[src/rtl/fifo_pkg.sv]
// Shared async-FIFO helpers: default pointer width, Gray/binary conversion and
// status-flag reset values, used by both the read and the write controllers.
package fifo_pkg;

    localparam int PTR_WIDTH = 8;

    // Conversions work on a wide vector; callers zero-extend and size-cast back,
    // which keeps them correct for any pointer width up to GRAY_MAXW.
    localparam int GRAY_MAXW = 32;

    localparam logic EMPTY_RST_VAL     = 1'b1;
    localparam logic AEMPTY_RST_VAL    = 1'b1;
    localparam logic UNDERFLOW_RST_VAL = 1'b0;

    function automatic logic [GRAY_MAXW-1:0] bin2gray(input logic [GRAY_MAXW-1:0] b);
        return b ^ (b >> 1);
    endfunction

    function automatic logic [GRAY_MAXW-1:0] gray2bin(input logic [GRAY_MAXW-1:0] g);
        logic [GRAY_MAXW-1:0] b;
        b[GRAY_MAXW-1] = g[GRAY_MAXW-1];
        for (int i = GRAY_MAXW - 2; i >= 0; i--) begin
            b[i] = b[i+1] ^ g[i];
        end
        return b;
    endfunction

endpackage

[src/rtl/fifo_rd_ctrl.sv]
// Read-domain controller of the async FIFO: read pointer, memory address and
// empty / almost-empty / level status. Sticky underflow flag when FIFO_RD_UNDERFLOW_EN is defined.
module fifo_rd_ctrl
    import fifo_pkg::*;
#(
    parameter int ptr_width     = PTR_WIDTH,
    parameter int AEMPTY_THRESH = 4
) (
    input  logic                 rdclk,
    input  logic                 rd_rst,
    input  logic                 rd_en,
    input  logic [ptr_width:0]   wptr_sync,
    output logic [ptr_width:0]   rptr,
    output logic [ptr_width-1:0] raddr,
    output logic                 rd_empty,
    output logic                 rd_almost_empty,
    output logic [ptr_width:0]   rd_level,
    output logic                 rd_underflow
);

    localparam int PW = ptr_width + 1;

    logic [PW-1:0] r_rbin;
    logic [PW-1:0] r_rptr;
    logic [PW-1:0] r_level;
    logic          r_empty;
    logic          r_aempty;

    logic          w_rd_fire;
    logic [PW-1:0] w_rbin_next;
    logic [PW-1:0] w_rgray_next;
    logic [PW-1:0] w_wbin;
    logic [PW-1:0] w_level_next;

    assign w_rd_fire    = rd_en & ~r_empty;
    assign w_rbin_next  = r_rbin + PW'(w_rd_fire);
    assign w_rgray_next = PW'(bin2gray(GRAY_MAXW'(w_rbin_next)));
    assign w_wbin       = PW'(gray2bin(GRAY_MAXW'(wptr_sync)));
    // Wrap bit included, so a full FIFO yields 2**ptr_width rather than 0.
    assign w_level_next = w_wbin - w_rbin_next;

    always_ff @(posedge rdclk) begin
        if (rd_rst) begin
            r_rbin   <= '0;
            r_rptr   <= '0;
            r_level  <= '0;
            r_empty  <= EMPTY_RST_VAL;
            r_aempty <= AEMPTY_RST_VAL;
        end else begin
            r_rbin   <= w_rbin_next;
            r_rptr   <= w_rgray_next;
            r_level  <= w_level_next;
            r_empty  <= (w_rgray_next == wptr_sync);
            r_aempty <= (w_level_next <= PW'(AEMPTY_THRESH));
        end
    end

`ifdef FIFO_RD_UNDERFLOW_EN
    logic r_underflow;

    always_ff @(posedge rdclk) begin
        if (rd_rst) begin
            r_underflow <= UNDERFLOW_RST_VAL;
        end else if (rd_en && r_empty) begin
            r_underflow <= 1'b1;
        end
    end

    assign rd_underflow = r_underflow;
`else
    assign rd_underflow = 1'b0;
`endif

    assign rptr            = r_rptr;
    assign raddr           = r_rbin[ptr_width-1:0];
    assign rd_empty        = r_empty;
    assign rd_almost_empty = r_aempty;
    assign rd_level        = r_level;

endmodule
[config.mk]
export PLATFORM = sky130hd
export DESIGN_NAME = fifo_rd_ctrl
export DESIGN_NICKNAME = d
export VERILOG_FILES = /design/src/rtl/fifo_pkg.sv /design/src/rtl/fifo_rd_ctrl.sv
export SDC_FILE = /design/constraint.sdc
export NUM_CORES = 1
export LEC_CHECK = 0
export ABC_CLOCK_PERIOD_IN_PS = 4840
export CAP_MARGIN = 0
export CORE_ASPECT_RATIO = 0.7
export CORE_UTILIZATION = 49
export CTS_CLUSTER_DIAMETER = 100
export DETAILED_ROUTE_END_ITERATION = 12
export HOLD_SLACK_MARGIN = 0.12
export PLACE_DENSITY = 0.85
export SLEW_MARGIN = 20
export SYNTH_ARGS = -nofsm -noshare
export SYNTH_HDL_FRONTEND = slang
export SYNTH_SLANG_ARGS = --single-unit
[constraint.sdc]
create_clock -name rdclk -period 4.84 [get_ports rdclk]
set_input_delay 0.726 -clock rdclk [delete_from_list [all_inputs] [get_ports rdclk]]
set_output_delay 0.726 -clock rdclk [all_outputs]
set_load 0.01 [all_outputs]
==> out/results.txt, run 1 <==
outcome: complete, no violations
skew final: 0.001771 ns
area of the core: 3254 um^2
simple-gate share of the synthesized area: 0.1792
sequential fraction of the synthesis area: 0.3251
H-Tree Depth: 1
most used routing layer: met1
die boundary width: 72.90 um
CTS Hold Buffers Added: 0
Maximum Capacitance Violations: 0
multiplexer area fraction after synthesis: 0.01742
met1 GRT Util: 0.3029
share of cells above drive strength 1: 0.05991
root buffer cell: sky130_fd_sc_hd__clkbuf_8
max-slew violations: 0
Yosys top cell by area: sky130_fd_sc_hd__dfxtp_1
initial antenna violation count: 0
Layout Utilization: 0.6732
worst-path maximum fanout: 3
row count: 17
Commonest cells post-synth: sky130_fd_sc_hd__dfxtp_1 (28), sky130_fd_sc_hd__nor2_1 (28), sky130_fd_sc_hd__xnor2_1 (19)
Boundary Pins: 41
Post-synth EDFFs: 0
M3 GR Usage: 0.05233
post-synthesis cell area: 1724 um^2
post-synth cell types: 46
upper clock frequency limit: 223.5 MHz
class of the worst hold path: reg -> reg
CTS tree: yes
critical path launch point type: input port
number of gates resized after CTS: 0
async set or reset register ratio after synthesis: 0
detailed-route wire length per cell: 12.83 um
final routed DRC violation total: 0
post-synthesis adder-cell area fraction: 0.08418
Net Count, Synth: 204
1st-pass router iterations: 4
number of hold-slack violations in the final timing report: 0
# port buffers: 39
DR iter-0 viols: 89
post-route minimum period: 4.474 ns
clock-pin transition on the worst setup and hold timing paths: 0.09 ns
arrival time at the worst endpoint: 4.65 ns
via density per instance: 5.197
pin slew with the least headroom to its limit: 0.9275 ns
clock insertion delay at the later pin of the skew report: 0.27 ns
maximum number of pins on one net before global-route repair: 26
post-route antenna net violation count: 0
power density over cell area: 316.1 nW/um^2
xor and xnor area share after synthesis: 0.2409
via count: 1,372
normalized max-slew margin: 0.3797
effective utilization at floorplan: 0.5298
TritonCTS Buffers: 3
data required time of the worst path: 5.02 ns
count of state elements after synthesis: 28
ranking of synthesized cells by area: sky130_fd_sc_hd__dfxtp_1 (33%), sky130_fd_sc_hd__xnor2_1 (9.7%), sky130_fd_sc_hd__ha_1 (7.3%)
warning count from the yosys run: 0
post-CTS setup buffer count: 0
count of final setup violators: 0
first-pass GRT wire length: 5644 um
maximum clock insertion buffer count: 2
average footprint of a synthesized cell: 9.526 um^2
number of cells on the worst hold path: 2
GRT met2 Usage: 0.2928
total routing resource utilization after global routing: 0.1988
main combinational cell family by area after synthesis: XOR/XNOR gates
period utilization: 0.9243
type of element capturing the critical path: register
aggregate routed wire length: 3388 um
die height: 51.63 um
sum of overflow across all layers after global routing: 0
path type of the worst setup path: in -> reg
Area Overhead vs Synth: 27.07%
dominant register cell in the synthesized netlist: sky130_fd_sc_hd__dfxtp_1
flop2flop setup slack: 1.82 ns
number of sinks driven by the clock tree: 28
number of nets in the finished design: 242
VDD IR-drop max: 0.1884 mV
Placer Congestion: 0.8281
Register-to-Register Path Depth: 11
Detail Placement HPWL: 2593 um
setup repair after global routing missed its margin: no
summed negative setup slack over all endpoints: 0 ns
Leakage Power: 0.0008804 uW
area share of the largest cell type after synthesis: 0.3251
Antenna Diode Count: 0
compound-gate portion of the synthesized area: 0.1176
cell count after synthesis: 181
number of global-route vias before repair: 1,165
DIE AREA: 3764 um^2
==> critical path: stages <==
cell,delay [ns]
sky130_fd_sc_hd__clkdlybuf4s50_1,0.52
sky130_fd_sc_hd__xor3_2,0.52
sky130_fd_sc_hd__xor2_4,0.21
sky130_fd_sc_hd__xor3_2,0.32
sky130_fd_sc_hd__xor3_2,0.29
sky130_fd_sc_hd__xnor2_1,0.16
sky130_fd_sc_hd__ha_1,0.18
sky130_fd_sc_hd__inv_1,0.05
sky130_fd_sc_hd__fa_1,0.42
sky130_fd_sc_hd__a211oi_1,0.35
sky130_fd_sc_hd__o21ai_0,0.14
sky130_fd_sc_hd__a221oi_1,0.33
sky130_fd_sc_hd__xnor2_1,0.13
sky130_fd_sc_hd__o41ai_1,0.29
==> worst paths after layout <==
check | startpoint | endpoint
hold reg to reg | r_rbin[8] | r_rbin[8]
setup reg to reg | rd_empty | rd_almost_empty
hold / removal | r_rbin[8] | r_rbin[8]
setup / recovery | wptr_sync[8] | rd_almost_empty
==> cells in the final DEF (no fill, tap or decap), types with 2 or more instances in the layout <==
cell	n
sky130_fd_sc_hd__inv_1	7
sky130_fd_sc_hd__a21boi_0	2
sky130_fd_sc_hd__and2_1	5
sky130_fd_sc_hd__xnor2_1	19
sky130_fd_sc_hd__xor2_1	6
sky130_fd_sc_hd__a21o_1	3
sky130_fd_sc_hd__xor3_2	3
sky130_fd_sc_hd__nor2b_1	6
sky130_fd_sc_hd__or2_2	3
sky130_fd_sc_hd__dfxtp_1	28
sky130_fd_sc_hd__clkdlybuf4s50_1	39
sky130_fd_sc_hd__a21oi_1	2
sky130_fd_sc_hd__xnor3_1	3
sky130_fd_sc_hd__nor2_1	28
sky130_fd_sc_hd__clkbuf_8	3
sky130_fd_sc_hd__ha_1	10
sky130_fd_sc_hd__mux2i_1	3
sky130_fd_sc_hd__nand3_1	6
sky130_fd_sc_hd__o21ai_0	7
sky130_fd_sc_hd__nand2b_1	2
sky130_fd_sc_hd__nand2_1	4
sky130_fd_sc_hd__or3_1	3
sky130_fd_sc_hd__nand4_1	2
==> power by group <==
part | switching (uW) | internal (uW)
Clock | 67.6 | 55.8
Sequential | 6.38 | 257
Combinational | 148 | 158
==> layout make-up <==
class | instances | area (um^2)
multi-input combinational | 139 | 1106
fill | 265 | 1064
sequential | 28 | 560.5
timing repair buffer | 40 | 397.9
tap | 47 | 58.81
clock buffer | 3 | 41.29
inverter | 7 | 26.28
==> flip-flops by register name, indices dropped and copies added, names as in the netlist <==
name / count
r_rbin: 9
rd_level: 9
rptr: 8
rd_almost_empty: 1
rd_empty: 1
==> metal layers <==
layer  up-vias  share of wire
li1        694              -
met1       629           0.51
met2        49           0.42
met3         0          0.072
met4         0              0
met5         -              0
==> per-stage QoR <==
stage	instances	setup WS (ns)	power [uW]	instance area [um^2]	hold slack [ns]
3_3_place_gp	261	0.2252	567.1	2150	0.6242
3_5_place_dp	261	0.1314	571.7	2150	0.6261
4_1_cts	264	0.3749	697.8	2191	0.6507
2_1_floorplan	181	0.9473	472.9	1724	0.6294
5_1_grt	264	0.1155	740.3	2191	0.7065
6_report	264	0.3664	692.5	2191	0.6478
==> kinds of logic after synthesis <==
logic type	count (synthesis)
simple gates	63
compound gates	28
other cells	1
fa+ha+maj	11
mux	3
buf+inv	14
xor+xnor	33
flops	28
Note: power is estimated with default switching activity, not from simulation.
==> run 2, diff against run 1 <==
Settings changed: CORE_UTILIZATION 49 to 50, CTS_BUF_LIST set to sky130_fd_sc_hd__clkbuf_2, PLACE_DENSITY 0.85 to 0.86, SETUP_SLACK_MARGIN set to 0.5, SLEW_MARGIN 20 to 15.
==> run 2 against run 1 <==
  * Combinational power increased by 11%
  * Die area decreased by 1.9%
  * Cell count increased by 2.3%
  * Flip-flop and latch count did not move
  * Critical endpoint unchanged
  * Largest cell class unchanged
==> out/results.txt, run 2 (synthesis results as in run 1) <==
row count: 17
slowest cell on the critical path: sky130_fd_sc_hd__clkdlybuf4s50_1
total routing resource utilization after global routing: 0.1931
worst-path maximum fanout: 3
most used cells in the layout excluding fill and tap cells: sky130_fd_sc_hd__clkdlybuf4s50_1 (37), sky130_fd_sc_hd__nor2_1 (28), sky130_fd_sc_hd__dfxtp_1 (28)
post-route minimum period: 4.188 ns
setup repair after global routing missed its margin: no
Detail Placement HPWL: 2558 um
VDD IR-drop max: 0.2314 mV
Maximum Capacitance Violations: 0
clock-pin transition on the worst setup and hold timing paths: 0.24 ns
fill count: 268
area of the core: 3212 um^2
TritonCTS Buffers: 3
number of nets in the finished design: 247
Boundary Pins: 41
H-Tree Depth: 1
Internal: 454.1 uW
count of final setup violators: 0
CTS tree: yes
share of cells above drive strength 1: 0.09417
Area Overhead vs Synth: 29.46%
DIE AREA: 3691 um^2
number of hold-slack violations in the final timing report: 0
initial antenna violation count: 0
crit-path cells: clkdlybuf4s50_1 -> xor3_2 -> xor2_4 -> xor3_2 -> xor3_2 -> xnor2_1 -> ha_1 -> inv_1 -> fa_2 -> a21o_1 -> a21oi_1 -> xnor2_1 -> o2111ai_1 -> o41ai_1
setup slack at placement: 0.1170 ns
sum of overflow across all layers after global routing: 0
# port buffers: 39
non-filler cells, final: 270
pin slew with the least headroom to its limit: 0.9018 ns
1st-pass router iterations: 4
via count: 1,383
arrival time at the worst endpoint: 4.47 ns
outcome: complete, no violations
root buffer cell: sky130_fd_sc_hd__clkbuf_2
Net Switching: 237.5 uW
cell total after placement: 261
combinational share of power: 0.492
type of element capturing the critical path: register
clock insertion delay at the later pin of the skew report: 0.37 ns
summed negative setup slack over all endpoints: 0 ns
die height: 51.13 um
post-route antenna net violation count: 0
register share of total power: 0.382
Leakage Power: 0.0009184 uW
worst stage delay on the critical path: 0.53 ns
Crit path max-delay family: XOR/XNOR gates
via density per instance: 5.122
max-slew violations: 0
period utilization: 0.8652
most common cell after layout, fill and taps aside: sky130_fd_sc_hd__clkdlybuf4s50_1
final routed DRC violation total: 0
data required time of the worst path: 5.13 ns
Sw Ratio: 0.3435
number of global-route vias before repair: 1,193
power density over cell area: 309.8 nW/um^2
clock network fraction of total power: 0.126
number of sinks driven by the clock tree: 28
Antenna Diode Count: 0
DR iter-0 viols: 54
count of buffering cells on the critical path with inverters included: 2
effective utilization at floorplan: 0.5368
path type of the worst setup path: in -> reg
cell seen most often among critical-path stages: sky130_fd_sc_hd__xor3_2
critical path launch point type: input port
upper clock frequency limit: 238.8 MHz
maximum number of pins on one net before global-route repair: 26
skew final: 0.02128 ns
maximum clock insertion buffer count: 2
detailed-route wire length per cell: 12.95 um
final worst setup slack: 0.6525 ns
aggregate routed wire length: 3496 um
first-pass GRT wire length: 5444 um
normalized max-slew margin: 0.3969
class of the worst hold path: reg -> reg
die boundary width: 72.19 um
Placer Congestion: 0.7712
[run 2: area by class of cell]
| cell class | count | area [um^2] | share of cell area |
|---|---|---|---|
| flip-flops and latches | 28 | 560.5 | 0.2511 |
| inverters | 7 | 26.28 | 0.01177 |
| well taps | 47 | 58.81 | 0.02635 |
| multi-input cells | 139 | 1127 | 0.5050 |
| repair buffers | 45 | 440.4 | 0.1973 |
| clock buffers | 3 | 15.01 | 0.006726 |
| clock inverters | 1 | 3.754 | 0.001682 |
[run 2: through the flow]
step	cell area, um^2	total power [uW]	util	hold WS, ns
after floorplan	1724	472.9	-	0.6294
after global placement	2150	566.6	0.6693	0.6236
after detailed placement	2150	569.7	0.6693	0.6302
after CTS	2168	660.5	0.6751	0.6820
after global routing	2232	736.1	0.6950	0.7286
final	2232	691.6	0.6950	0.6754
[run 2: repair_timing]
item,in CTS,in global routing
hold endpoints to repair,0,0
setup buffers,0,5
resized for setup,0,7
setup endpoints to repair,0,2
hold buffers,0,0
[run 2: power groups by stage]
stage | clock, uW | combinational [uW] | sequential, uW
2_1_floorplan | 0 | 190 | 283
3_3_place_gp | 0 | 298 | 269
3_5_place_dp | 0 | 300 | 269
4_1_cts | 92.5 | 303 | 265
5_1_grt | 99.5 | 370 | 267
6_report | 86.9 | 340 | 264
[run 2: worst register-to-register path, cell delays in order (launching register included)]
cell and delay (ns):
sky130_fd_sc_hd__dfxtp_1 0.38, sky130_fd_sc_hd__nor2b_1 0.12, sky130_fd_sc_hd__ha_1 0.18, sky130_fd_sc_hd__ha_1 0.25, sky130_fd_sc_hd__xor2_1 0.31, sky130_fd_sc_hd__inv_1 0.19
sky130_fd_sc_hd__ha_1 0.41, sky130_fd_sc_hd__o21ai_0 0.32, sky130_fd_sc_hd__a2111oi_0 0.14, sky130_fd_sc_hd__a311oi_1 0.36, sky130_fd_sc_hd__o2111ai_1 0.21, sky130_fd_sc_hd__o41ai_1 0.24
[run 2: final timing paths]
kind           startpoint               to  slack (ns)  cells after the start
max          wptr_sync[8]  rd_almost_empty        0.65                     14
min             r_rbin[8]        r_rbin[8]        0.68                      2
max reg2reg      rd_empty  rd_almost_empty        1.64                     11
min reg2reg     r_rbin[8]        r_rbin[8]        0.68                      2
[run 2: per-layer routing]
layer  GRT usage  share of wire  vias up
met5           0              0        -
met1      0.2825           0.51      641
met2      0.2882           0.44       42
met3     0.04734          0.046        2
li1            -              -      698
met4     0.03922         0.0040        0
==> run 3, diff against run 2 <==
--- a/config.mk
+++ b/config.mk
@@ -16,2 +16,3 @@
 export PLACE_DENSITY = 0.86
+export RECOVER_POWER = 25
 export SETUP_SLACK_MARGIN = 0.5
--- a/constraint.sdc
+++ b/constraint.sdc
@@ -3,2 +3,2 @@
 set_output_delay 0.726 -clock rdclk [all_outputs]
-set_load 0.01 [all_outputs]
+set_load 0.05 [all_outputs]
==> run 3 against run 2 <==
  * Clock power is essentially flat
  * Non-clock buffer count stayed put
  * Critical path type unchanged
  * Largest power group unchanged
  * Global-route usage stayed put
==> out/results.txt, run 3 (synthesis results as in run 1) <==
crit-path cells: clkdlybuf4s50_1 -> xor3_2 -> xor2_4 -> xor3_2 -> xor3_2 -> xnor2_1 -> ha_1 -> inv_1 -> fa_2 -> a21o_1 -> a21oi_1 -> xnor2_1 -> o2111ai_1 -> o41ai_1
1st-pass router iterations: 4
skew final: 0.02092 ns
# port buffers: 39
share of cells above drive strength 1: 0.08969
max-slew violations: 0
via density per instance: 5.122
setup slack at placement: 0.1170 ns
maximum number of pins on one net before global-route repair: 26
number of sinks driven by the clock tree: 28
root buffer cell: sky130_fd_sc_hd__clkbuf_2
flop2flop setup slack: 1.64 ns
arrival time at the worst endpoint: 4.47 ns
slowest cell on the critical path: sky130_fd_sc_hd__clkdlybuf4s50_1
post-route minimum period: 4.184 ns
outcome: complete, no violations
final routed DRC violation total: 0
CTS tree: yes
clock-pin transition on the worst setup and hold timing paths: 0.24 ns
worst stage delay on the critical path: 0.53 ns
total routing resource utilization after global routing: 0.1931
launch instance of the worst min-delay path: r_rbin[8]
number of global-route vias before repair: 1,193
Placer Congestion: 0.7712
effective utilization at floorplan: 0.5368
startpoint of the worst register-to-register path: rd_empty
number of cells on the worst hold path: 2
data required time of the worst path: 5.13 ns
Leakage Power: 0.0009234 uW
count of buffering cells on the critical path with inverters included: 2
most used cells in the layout excluding fill and tap cells: sky130_fd_sc_hd__clkdlybuf4s50_1 (33), sky130_fd_sc_hd__nor2_1 (28), sky130_fd_sc_hd__dfxtp_1 (28)
type of element capturing the critical path: register
clock insertion delay at the later pin of the skew report: 0.37 ns
post-route antenna net violation count: 0
power density over cell area: 346.5 nW/um^2
detailed-route wire length per cell: 12.99 um
most common cell after layout, fill and taps aside: sky130_fd_sc_hd__clkdlybuf4s50_1
worst-path maximum fanout: 3
H-Tree Depth: 1
TritonCTS Buffers: 3
capturing point of the worst reg2reg path: rd_almost_empty
Antenna Diode Count: 0
DR iter-0 viols: 55
initial antenna violation count: 0
Maximum Capacitance Violations: 0
Hold EP: r_rbin[8]
die boundary width: 72.19 um
summed negative setup slack over all endpoints: 0 ns
fill count: 270
Register-to-Register Path Depth: 11
Crit path max-delay family: XOR/XNOR gates
normalized max-slew margin: 0.3764
Area Overhead vs Synth: 29.25%
final worst setup slack: 0.6560 ns
Detail Placement HPWL: 2558 um
final total power: 772.1 uW
upper clock frequency limit: 239.0 MHz
first-pass GRT wire length: 5444 um
area of the core: 3212 um^2
path type of the worst setup path: in -> reg
period utilization: 0.8645
class of the worst hold path: reg -> reg
aggregate routed wire length: 3508 um
number of nets in the finished design: 247
maximum clock insertion buffer count: 2
row count: 17
cell seen most often among critical-path stages: sky130_fd_sc_hd__xor3_2
sum of overflow across all layers after global routing: 0
die height: 51.13 um
pin slew with the least headroom to its limit: 0.9323 ns
Boundary Pins: 41
count of final setup violators: 0
DIE AREA: 3691 um^2
critical path launch point type: input port
VDD IR-drop max: 0.2732 mV
number of hold-slack violations in the final timing report: 0
setup repair after global routing missed its margin: no
via count: 1,383
## run 3: cell types whose count changed in the layout (fill, tap and decap cells not counted), sizes merged
cell and delta:
clkbuf +1, clkdlybuf4s50 -4, buf -1, dlygate4sd3 +4
## run 3: final cells by class
type	count	area, um^2	share of cell area
Multi-Input combinational cell	139	1127	0.5059
Clock buffer	3	15.01	0.006738
Inverter	7	26.28	0.01179
Timing Repair Buffer	45	436.7	0.1960
Tap cell	47	58.81	0.02639
Sequential cell	28	560.5	0.2515
Clock inverter	1	3.754	0.001684
## run 3: how the worst max path moves through the flow
stage | start | to | slack, ns | cells after the start
detailed placement | wptr_sync[8] | rd_almost_empty | 0.12 | 14
global placement | wptr_sync[8] | rd_almost_empty | 0.23 | 14
global route | wptr_sync[8] | rd_almost_empty | 0.51 | 14
floorplan | wptr_sync[8] | rd_almost_empty | 0.95 | 13
finish | wptr_sync[8] | rd_almost_empty | 0.66 | 14
CTS | wptr_sync[8] | rd_almost_empty | 0.51 | 14
## run 3: timing repair
action                     in CTS  in global routing
setup endpoints to repair       0                  2
buffers inserted                0                  5
hold buffers                    0                  0
hold endpoints to repair        0                  0
gates resized for setup         0                  7
## run 3: routing by layer
| layer | wire, um | GRT usage | part of all wire | up-vias |
|---|---|---|---|---|
| met1 | 1787 | 0.2825 | 0.51 | 636 |
| met4 | 23 | 0.03922 | 0.0066 | 0 |
| met2 | 1517 | 0.2882 | 0.43 | 43 |
| met3 | 180 | 0.04734 | 0.051 | 4 |
| li1 | - | - | - | 700 |
| met5 | 0 | 0 | 0 | - |
## run 3: where the power goes
| group | internal [uW] | switching [uW] |
|---|---|---|
| registers | 257 | 7.12 |
| logic | 178 | 242 |
| clock network | 17.9 | 69.1 |
| total | 453 | 319 |
## run 3: through the flow
step                hold slack [ns]  utilization  cells  instance area [um^2]
finish                       0.6761       0.6938    270                  2228
global placement             0.6236       0.6693    261                  2150
global route                 0.7286       0.6938    270                  2228
CTS                          0.6820       0.6751    265                  2168
floorplan                    0.8398            -    181                  1724
detailed placement           0.6302       0.6693    261                  2150
## run 3: worst min-delay path, stage by stage, from the launching register on
cell and delay, ns:
sky130_fd_sc_hd__dfxtp_1 0.41, sky130_fd_sc_hd__xnor2_1 0.17, sky130_fd_sc_hd__nor2_1 0.08
